### src/rtl/uart_pkg.sv
// Shared UART definitions: FSM state encoding, frame geometry and default
// bit timing. Used by both the transmitter and the receiver.
package uart_pkg;

    // Frame phases. The encoding is fixed so that transmitter and receiver
    // state can be compared directly when debugging a loopback.
    typedef enum logic [1:0] {
        IDLE    = 2'b00,
        START   = 2'b01,
        DATABIT = 2'b10,
        STOP    = 2'b11
    } uart_state_e;

    // Payload bits per frame.
    localparam int DATA_BITS = 8;

    // 25 MHz system clock divided down to 115200 bps.
    localparam int DEFAULT_CLOCKS_PER_BIT = 217;

    // Width of a counter that must hold the values 0..clocks_per_bit-1.
    // A one-bit counter is the smallest that makes sense.
    function automatic int bit_count_width(input int clocks_per_bit);
        if (clocks_per_bit <= 2) begin
            return 1;
        end
        return $clog2(clocks_per_bit);
    endfunction

endpackage

### src/rtl/uart_bit_timer.sv
// Bit-period timer: counts clock cycles inside one serial bit and flags the
// last cycle of the bit. Shared between the UART transmitter and receiver.
module uart_bit_timer
    import uart_pkg::*;
#(
    parameter int CLOCKS_PER_BIT = DEFAULT_CLOCKS_PER_BIT,
    parameter int COUNT_WIDTH    = bit_count_width(CLOCKS_PER_BIT)
) (
    input  logic                   clk,
    input  logic                   rst,
    input  logic                   clear,
    input  logic                   enable,
    output logic [COUNT_WIDTH-1:0] count,
    output logic                   bit_end
);

    localparam logic [COUNT_WIDTH-1:0] LAST_COUNT = COUNT_WIDTH'(CLOCKS_PER_BIT - 1);

    logic [COUNT_WIDTH-1:0] count_q;
    logic [COUNT_WIDTH-1:0] count_d;

    // Next count: clear wins, otherwise advance and wrap at the end of the bit
    // so back-to-back bits need no extra clear cycle.
    always_comb begin
        count_d = count_q;
        if (clear) begin
            count_d = '0;
        end else if (enable) begin
            if (count_q == LAST_COUNT) begin
                count_d = '0;
            end else begin
                count_d = count_q + 1'b1;
            end
        end
    end

    // Counter register with synchronous reset.
    always_ff @(posedge clk) begin
        if (rst) begin
            count_q <= '0;
        end else begin
            count_q <= count_d;
        end
    end

    assign count   = count_q;
    assign bit_end = enable && !clear && (count_q == LAST_COUNT);

endmodule

### src/rtl/uart_transmitter.sv
// UART transmitter: 1 start bit, 8 data bits LSB first, 1 stop bit, no
// parity. Bytes arrive over a valid/ready handshake into a one-deep holding
// register so a new frame can follow the previous stop bit with no idle gap.
module uart_transmitter
    import uart_pkg::*;
#(
    parameter int CLOCKS_PER_BIT = DEFAULT_CLOCKS_PER_BIT
) (
    input  logic       clk,
    input  logic       rst,
    input  logic       tx_valid,
    input  logic [7:0] tx_data,
    output logic       tx_ready,
    output logic       dataserial,
    output logic       tx_busy,
    output logic       tx_done
);

    localparam int CW = bit_count_width(CLOCKS_PER_BIT);

    // tx_done is registered, so it is set one count before the final cycle
    // of the stop bit in order to be high exactly during that final cycle.
    localparam logic [CW-1:0] DONE_SET_COUNT = CW'(CLOCKS_PER_BIT - 2);
    localparam logic [2:0]    LAST_BIT_INDEX = 3'(DATA_BITS - 1);

    uart_state_e state_q;
    uart_state_e state_d;

    logic [7:0] shift_q;
    logic [7:0] shift_d;
    logic [2:0] bit_index_q;
    logic [2:0] bit_index_d;

    logic [7:0] hold_data_q;
    logic [7:0] hold_data_d;
    logic       hold_full_q;
    logic       hold_full_d;

    logic       dataserial_q;
    logic       dataserial_d;
    logic       tx_busy_q;
    logic       tx_busy_d;
    logic       tx_done_q;
    logic       tx_done_d;

    logic [CW-1:0] clk_count;
    logic          bit_end;
    logic          timer_clear;
    logic          timer_enable;
    logic          load;
    logic          accept;

    // The bit timer sits at zero while idle so every frame starts with a
    // full-length start bit; during a frame it free-runs and wraps per bit.
    always_comb begin
        timer_clear  = (state_q == IDLE);
        timer_enable = (state_q != IDLE);
    end

    uart_bit_timer #(
        .CLOCKS_PER_BIT (CLOCKS_PER_BIT),
        .COUNT_WIDTH    (CW)
    ) u_bit_timer (
        .clk     (clk),
        .rst     (rst),
        .clear   (timer_clear),
        .enable  (timer_enable),
        .count   (clk_count),
        .bit_end (bit_end)
    );

    // Frame sequencing: walk START -> 8 x DATABIT -> STOP, loading the shift
    // register from the holding register whenever a frame begins. From STOP
    // the next frame starts directly if a byte is already waiting.
    always_comb begin
        state_d     = state_q;
        shift_d     = shift_q;
        bit_index_d = bit_index_q;
        load        = 1'b0;
        case (state_q)
            IDLE: begin
                if (hold_full_q) begin
                    load    = 1'b1;
                    shift_d = hold_data_q;
                    state_d = START;
                end
            end
            START: begin
                if (bit_end) begin
                    state_d     = DATABIT;
                    bit_index_d = 3'd0;
                end
            end
            DATABIT: begin
                if (bit_end) begin
                    if (bit_index_q == LAST_BIT_INDEX) begin
                        state_d = STOP;
                    end else begin
                        bit_index_d = bit_index_q + 3'd1;
                    end
                end
            end
            STOP: begin
                if (bit_end) begin
                    if (hold_full_q) begin
                        load    = 1'b1;
                        shift_d = hold_data_q;
                        state_d = START;
                    end else begin
                        state_d = IDLE;
                    end
                end
            end
            default: begin
                state_d = IDLE;
            end
        endcase
    end

    // Holding register: a load empties it and an accept fills it; when both
    // fall on one edge the accept is applied last so the new byte is kept.
    always_comb begin
        accept      = tx_valid && !hold_full_q;
        hold_full_d = hold_full_q;
        hold_data_d = hold_data_q;
        if (load) begin
            hold_full_d = 1'b0;
        end
        if (accept) begin
            hold_full_d = 1'b1;
            hold_data_d = tx_data;
        end
    end

    // Registered outputs are computed from the next state so the serial line
    // changes on the same edge as the state it belongs to.
    always_comb begin
        dataserial_d = 1'b1;
        case (state_d)
            IDLE:    dataserial_d = 1'b1;
            START:   dataserial_d = 1'b0;
            DATABIT: dataserial_d = shift_d[bit_index_d];
            STOP:    dataserial_d = 1'b1;
            default: dataserial_d = 1'b1;
        endcase
        tx_busy_d = (state_d != IDLE);
        tx_done_d = (state_q == STOP) && (clk_count == DONE_SET_COUNT);
    end

    // State, datapath and output registers; reset aborts any frame in flight
    // and drops a byte waiting in the holding register.
    always_ff @(posedge clk) begin
        if (rst) begin
            state_q      <= IDLE;
            shift_q      <= 8'h00;
            bit_index_q  <= 3'd0;
            hold_data_q  <= 8'h00;
            hold_full_q  <= 1'b0;
            dataserial_q <= 1'b1;
            tx_busy_q    <= 1'b0;
            tx_done_q    <= 1'b0;
        end else begin
            state_q      <= state_d;
            shift_q      <= shift_d;
            bit_index_q  <= bit_index_d;
            hold_data_q  <= hold_data_d;
            hold_full_q  <= hold_full_d;
            dataserial_q <= dataserial_d;
            tx_busy_q    <= tx_busy_d;
            tx_done_q    <= tx_done_d;
        end
    end

    assign tx_ready   = !hold_full_q;
    assign dataserial = dataserial_q;
    assign tx_busy    = tx_busy_q;
    assign tx_done    = tx_done_q;

endmodule

### config.mk
export PLATFORM = sky130hd
export DESIGN_NAME = uart_transmitter
export DESIGN_NICKNAME = d
export VERILOG_FILES = /design/src/rtl/uart_pkg.sv /design/src/rtl/uart_bit_timer.sv /design/src/rtl/uart_transmitter.sv
export SDC_FILE = /design/constraint.sdc
export NUM_CORES = 1
export LEC_CHECK = 0
export BUFFER_PORTS_ARGS = -buffer_cell sky130_fd_sc_hd__clkbuf_2
export CAP_MARGIN = 10
export CORE_ASPECT_RATIO = 1.5
export CORE_MARGIN = 1
export CORE_UTILIZATION = 50
export CTS_CLUSTER_SIZE = 10
export DETAILED_ROUTE_END_ITERATION = 10
export PLACE_DENSITY = 0.8
export SLEW_MARGIN = 40
export SYNTH_ARGS = -nofsm -noshare
export SYNTH_HDL_FRONTEND = slang
export SYNTH_SLANG_ARGS = --single-unit
export TNS_END_PERCENT = 5
### constraint.sdc
create_clock -name clk -period 2.5 [get_ports clk]
set_input_delay 0.25 -clock clk [delete_from_list [all_inputs] [get_ports clk]]
set_output_delay 0.25 -clock clk [all_outputs]
set_load 0.02 [all_outputs]
==> metrics, run 1 <==
wire length of the first global-routing pass 5660 um; Final ANT Viol Nets 0; final total negative setup slack 0 ps; overall routing resource usage 0.207; clock network power share 0.257; Worst Path Arrival 2560 ps; met3 usage 0.0538; number of fill cells in the layout 258; die area 3680 sq um; synth-to-layout area growth 20.3%; wire length per cell after detailed routing 13.0 um; synthesis-stage register bit count 33; largest fanout on the critical path 4; H-tree depth 2; Synth Flop Type dfxtp_1; met2 demand-to-capacity share in global routing 0.377; initial cell density of the core 0.533; estimated wirelength of the detail-placed design between 2000 and 2500 um; Top Usage Layer GRT met2; TritonCTS Buffers 5; register clock-pin slew on the reported worst setup and hold paths ~70 ps; Fmax achieved 419 MHz; total I/O pin count 15; DRT Wirelength 3330 um; Root Buffer Master clkbuf_8; final number of max-transition violations 0; worst slew margin relative to its limit 0.667; latest clock arrival within the worst-skew pair 280 ps; number of different library cells in the post-synthesis netlist 38; Synth area leaders dfxtp_1 38%, ha_1 8.0%, nor2_1 7.7%, mux2i_1 7.0%, nand2_1 2.8%; Die Wd 49.8 um; floorplan row count 25; area share of the leading cell type in the synthesized netlist 0.385; violation count after the first detailed-route iteration 35; final routed DRC violation total 0; critical path's top delay family simple AND/OR/NAND/NOR gates; Hold Fails Final Rpt 0; leakage power 0.884 nW; height of the die between 70 and 80 um; I/O Buffers 14; Post-synth EDFFs 0; category of the worst setup path capture point flip-flop; vias in the first global route ~1300; Worst EP required 2670 ps; worst slack at placement -43.0 ps; cell count along the critical path 13; most repeated library cell on the critical path nor2_1; cell type with the largest total area after synthesis dfxtp_1; max_cap viols 0; routed vias/inst 5.48; last weighted congestion value of the routability-driven placer 0.842; master of the slowest instance on the critical path dfxtp_2; result of the run complete, no violations; top post-synthesis cells by count 35 x nor2_1, 33 x dfxtp_1, 13 x nand2_1, 12 x inv_1, 12 x mux2i_1; combined area of all synthesized cells 1720 sq um; Worst Reg-to-Reg Cells 13; Cell Area, Placed 1890 sq um; ratio of total power to cell area approximately 970 nW/um^2; post-synth net total between 200 and 250; path type of the worst min-delay path input pin to flip-flop; core area 3220 sq um; sequential area share after synthesis 0.385; number of antenna violations at the first check in global routing 0; post-layout util 0.641; Post-synth ARST share 0; Post-Synthesis Mean Instance Area approximately 9 sq um; worst clock skew 7.62 ps; length of the first detailed-routing pass in iterations 4; share of the cycle needed by the critical path after routing 0.955; worst vdd ir 0.000645 V; transition time of the tightest slew-check pin 500 ps; NetSw 0.728 mW; number of instances in the synthesized netlist 189; register share of total power 0.312; delay of the slowest cell on the worst path ~320 ps; design area 2060 sq um; min setup slack post-route 111 ps; total via count after detailed routing between 1000 and 1500; clock tree buffer depth 2; switching fraction of total power 0.363; classification of the worst setup path flip-flop to flip-flop; Cell Chain, Critical Path inv_1 > ha_2 > nand4bb_4 > or2_2 > o21ai_1 > a211oi_2 > a21oi_1 > nor2_2 > buf_4 > ha_1 > nor2_1 > nor2_1 > o41ai_2; buffering stage count on the worst path with inverters included 2; met1 track demand over resource in global routing 0.202; shortest clock period the worst path allows after layout 2390 ps; launching element type of the critical path flip-flop; count of endpoints failing setup in the final report 0; internal power 1.28 mW; Comb pwr share 0.431; Sinks on Clock Net 33; Worst Hold Depth 3; post-layout net count ~240; synthesis warning total 0; unrepaired setup endpoints after global routing false; total of hold buffers inserted after clock tree synthesis 0; TritonCTS clock tree built; Ant. Diodes 0; aggregate global routing overflow 0; most used standard cell by instance count after synthesis nor2_1; pin count of the biggest net entering global routing 27; layout cells sized above 1 0.273
==> flip-flops by register name, summed over array words and instances (netlist names) <==
name / cells
state_q: 2
u_bit_timer.count: 8
dataserial: 1
hold_data_q: 8
bit_index_q: 3
shift_q: 8
tx_busy: 1
tx_done: 1
hold_full_q: 1
==> power groups by stage <==
stage	clock network [mW]	logic, mW	registers [mW]
after floorplan	0	0.541	0.650
after global placement	0	0.798	0.629
after detailed placement	0	0.818	0.632
after CTS	0.523	0.827	0.620
after global routing	0.548	0.968	0.632
final	0.515	0.865	0.624
==> worst register-to-register path, stage by stage (launching register included) <==
cell and delay [ps]:
dfxtp_2 320, inv_1 50, ha_2 190, nand4bb_4 270, or2_2 310, o21ai_1 160
a211oi_2 90, a21oi_1 170, nor2_2 70, buf_4 140, ha_1 270, nor2_1 40
nor2_1 110, o41ai_2 90
==> layout make-up <==
type,count,area [sq um],share of cell area
tap,40,50.0,0.0242
inverter,12,45.0,0.0218
clock buffer,7,86.3,0.0418
sequential,33,663,0.321
timing repair buffer,27,180,0.0873
multi-input combinational,136,1010,0.489
clock inverter,1,30.0,0.0145
==> worst paths after layout <==
path	from	to	slack [ps]
worst max-delay path	state_q[0]$_SDFF_PP0_	dataserial$_SDFF_PP1_	110
worst min-delay path	tx_data[6]	hold_data_q[6]$_SDFFE_PP0P_	200
worst max register to register	state_q[0]$_SDFF_PP0_	dataserial$_SDFF_PP1_	110
worst min register to register	shift_q[2]$_SDFF_PP0_	shift_q[2]$_SDFF_PP0_	480
==> timing repair <==
action	4_1_cts	5_1_grt
pin swaps	1	4
endpoints found under the setup margin	1	1
setup buffers	1	0
resized for setup	0	14
==> per-stage QoR <==
step           total power, mW  instances  hold WS (ps)
2_1_floorplan             1.19        189           397
3_3_place_gp              1.43        247           459
3_5_place_dp              1.45        247           481
4_1_cts                   1.97        256           195
5_1_grt                   2.15        256           204
6_report                  2.00        256           202
==> per-layer routing <==
layer | up-vias | wire, um
met3 | 14 | 99
met4 | 0 | 130
met1 | 660 | 1330
li1 | 701 | -
met2 | 27 | 1770
met5 | - | 0
==> layout by cell type (no fill, tap or decap), drive strengths merged, types with 2 or more instances in the layout <==
cell | synthesis | layout
o21ai | 8 | 8
nand2 | 13 | 13
xnor2 | 4 | 4
and3 | 2 | 2
nand3 | 3 | 3
nor2 | 35 | 35
a22oi | 6 | 6
or3 | 2 | 2
mux2i | 12 | 12
dfxtp | 33 | 33
nand4b | 2 | 2
inv | 12 | 12
buf | 1 | 13
clkbuf | 7 | 21
a21oi | 9 | 9
nor2b | 2 | 2
mux2 | 4 | 4
nor3 | 4 | 4
ha | 11 | 11
nor3b | 3 | 3
a221oi | 2 | 2
a211oi | 2 | 2
==> cells by family after synthesis <==
kind of cell | count (synthesis) | share of synthesized area
simple gates | 71 | 0.229
compound gates | 33 | 0.136
flops | 33 | 0.385
buf+inv | 20 | 0.0481
mux | 16 | 0.0962
fa+ha+maj | 11 | 0.0802
xor+xnor | 5 | 0.0255
Note: power is estimated with default switching activity, not from simulation.
==> run 2: changes to the inputs <==
==> constraint.sdc (replaced) <==
create_clock -name clk -period 2.5 [get_ports clk]
set_input_delay 0.25 -clock clk [delete_from_list [all_inputs] [get_ports clk]]
set_output_delay 0.25 -clock clk [all_outputs]
set_load 0.1 [all_outputs]
==> run 2 against run 1 <==
- sequential share of layout area increased by 0.35 points
- core utilization decreased by 0.70 points
- largest cell class unchanged
- global-route usage is 0.81 points lower
- highest routed layer unchanged
- clock skew fell by 2.6 ps
- power is 0.28% lower
- clock power decreased by 26%
- hold slack lost 3.6 ps
- routed wire length shrank 2.2%
- critical endpoint unchanged
- register-to-register slack worse by 30 ps
==> metrics, run 2 (synthesis gave the netlist of run 1 again) <==
Worst Hold Depth 3; delay of the slowest cell on the worst path between 300 and 400 ps; classification of the worst setup path flip-flop to flip-flop; aggregate global routing overflow 0; transition time of the tightest slew-check pin 542 ps; worst vdd ir 0.000569 V; total I/O pin count 15; Final ANT Viol Nets 0; TritonCTS clock tree built; Root Buffer Master clkbuf_8; post-layout net count 239; overall routing resource usage 0.199; worst slew margin relative to its limit 0.640; post-layout util 0.634; result of the run complete, no violations; final routed DRC violation total 0; master of the slowest instance on the critical path mux2_2; max_cap viols 0; commonest non-fill, non-tap cell in the layout nor2_1; largest fanout on the critical path 6; length of the first detailed-routing pass in iterations 4; core area 3220 sq um; Worst Path Arrival 2590 ps; share of the cycle needed by the critical path after routing 0.968; Cell Chain, Critical Path inv_2 > ha_2 > nand4bb_4 > nor3b_4 > o211ai_2 > a21oi_4 > buf_12 > mux2_2 > a221oi_2 > o41ai_2; total power consumption of the routed design 2.00 mW; path type of the worst min-delay path input pin to flip-flop; Fmax achieved just over 400 MHz; estimated wirelength of the detail-placed design around 2300 um; violation count after the first detailed-route iteration 19; Worst EP required 2670 ps; category of the worst setup path capture point flip-flop; number of fill cells in the layout roughly 270; wire length per cell after detailed routing approximately 13 um; total via count after detailed routing approximately 1400; launching element type of the critical path flip-flop; shortest clock period the worst path allows after layout 2420 ps; final worst hold slack about 200 ps; initial cell density of the core 0.533; min setup slack post-route 80.4 ps; pin count of the biggest net entering global routing 27; floorplan row count 25; latest clock arrival within the worst-skew pair roughly 290 ps; height of the die around 74 um; cell count along the critical path 10; routed vias/inst between 5 and 6; H-tree depth 2; register clock-pin slew on the reported worst setup and hold paths about 60 ps; ratio of total power to cell area 979 nW/um^2; worst slack at placement -30.9 ps; die area between 3000 and 4000 sq um; I/O Buffers 14; leakage power 0.881 nW; final number of max-transition violations 0; worst clock skew 4.97 ps; Hold Fails Final Rpt 0; Worst Reg-to-Reg Cells 10; buffering stage count on the worst path with inverters included 2; wire length of the first global-routing pass 5490 um; count of endpoints failing setup in the final report 0; most frequent cells in the layout 33 x nor2_1, 31 x dfxtp_1, 14 x clkbuf_2; last weighted congestion value of the routability-driven placer about 0.83; Die Wd ~50 um; layout cells sized above 1 0.271; Sinks on Clock Net 33; number of antenna violations at the first check in global routing 0; DRT Wirelength 3250 um; TritonCTS Buffers 5; clock tree buffer depth 2; critical path's top delay family compound AO/OA/AOI/OAI gates; synth-to-layout area growth 19.0%; unrepaired setup endpoints after global routing true; Ant. Diodes 0; vias in the first global route between 1000 and 1500
==> run 2: changes by cell type in the layout (fill, tap and decap cells not counted) <==
cell / before / now
buf_4: 12 / 13
buf_6: 0 / 1
bufinv_16: 1 / 0
clkbuf_8: 6 / 5
clkinv_2: 0 / 2
ha_1: 9 / 10
ha_2: 2 / 1
nor3b_1: 1 / 2
nor3b_2: 1 / 0
o21ai_0: 4 / 5
o21ai_1: 3 / 2
==> run 2: repair_timing <==
action                                  in CTS  in global routing
hold buffers                                 0                  0
endpoints found under the setup margin       1                  1
pin swaps                                    2                  8
resized for setup                            0                 11
buffers inserted                             2                  2
==> run 2: cell type report <==
cell class	count	area [sq um]	area share
Clock buffer	6	72.6	0.0355
Clock inverter	2	10.0	0.00490
Inverter	12	45.0	0.0221
Multi-Input combinational cell	136	1000	0.491
Sequential cell	33	663	0.325
Tap cell	40	50.0	0.0245
Timing Repair Buffer	29	199	0.0974
==> run 2: path summary, 6_finish.rpt <==
check                                      startpoint                           to  slack (ps)
worst max-delay path            state_q[1]$_SDFF_PP0_        dataserial$_SDFF_PP1_          80
worst min-delay path                       tx_data[3]  hold_data_q[3]$_SDFFE_PP0P_         200
worst max register to register  state_q[1]$_SDFF_PP0_        dataserial$_SDFF_PP1_          80
worst min register to register  shift_q[2]$_SDFF_PP0_        shift_q[2]$_SDFF_PP0_         470
==> run 2: routing by layer <==
metal | global-route usage | part of all wire | wire length, um | up-vias
met1 | 0.199 | 0.40 | 1290 | 650
met2 | 0.347 | 0.55 | 1780 | 21
met5 | 0 | 0 | 0 | -
met3 | 0.0538 | 0.026 | 86 | 12
met4 | 0.149 | 0.031 | 102 | 0
li1 | - | - | - | 705
==> run 2: stage by stage <==
step,setup TNS (ps),area (sq um),std cells
after floorplan,0,1720,189
after global routing,-60.3,2040,258
after CTS,0,2000,256
after global placement,0,1890,246
after detailed placement,-30.9,1890,246
final,0,2040,258
==> run 2: tightest hold or removal path, delay by kind of cell <==
| family | cells | cell delay (ps) |
|---|---|---|
| AND/OR/NAND/NOR | 1 | 70 |
| multiplexers | 1 | 50 |
| buffers and inverters | 1 | 70 |
==> run 2: power by group <==
part / leakage [nW] / internal [mW] / switching [mW]
logic: 0.566 / 0.368 / 0.625
clock network: 0.0450 / 0.193 / 0.191
registers: 0.269 / 0.591 / 0.0320
total: 0.881 / 1.15 / 0.847
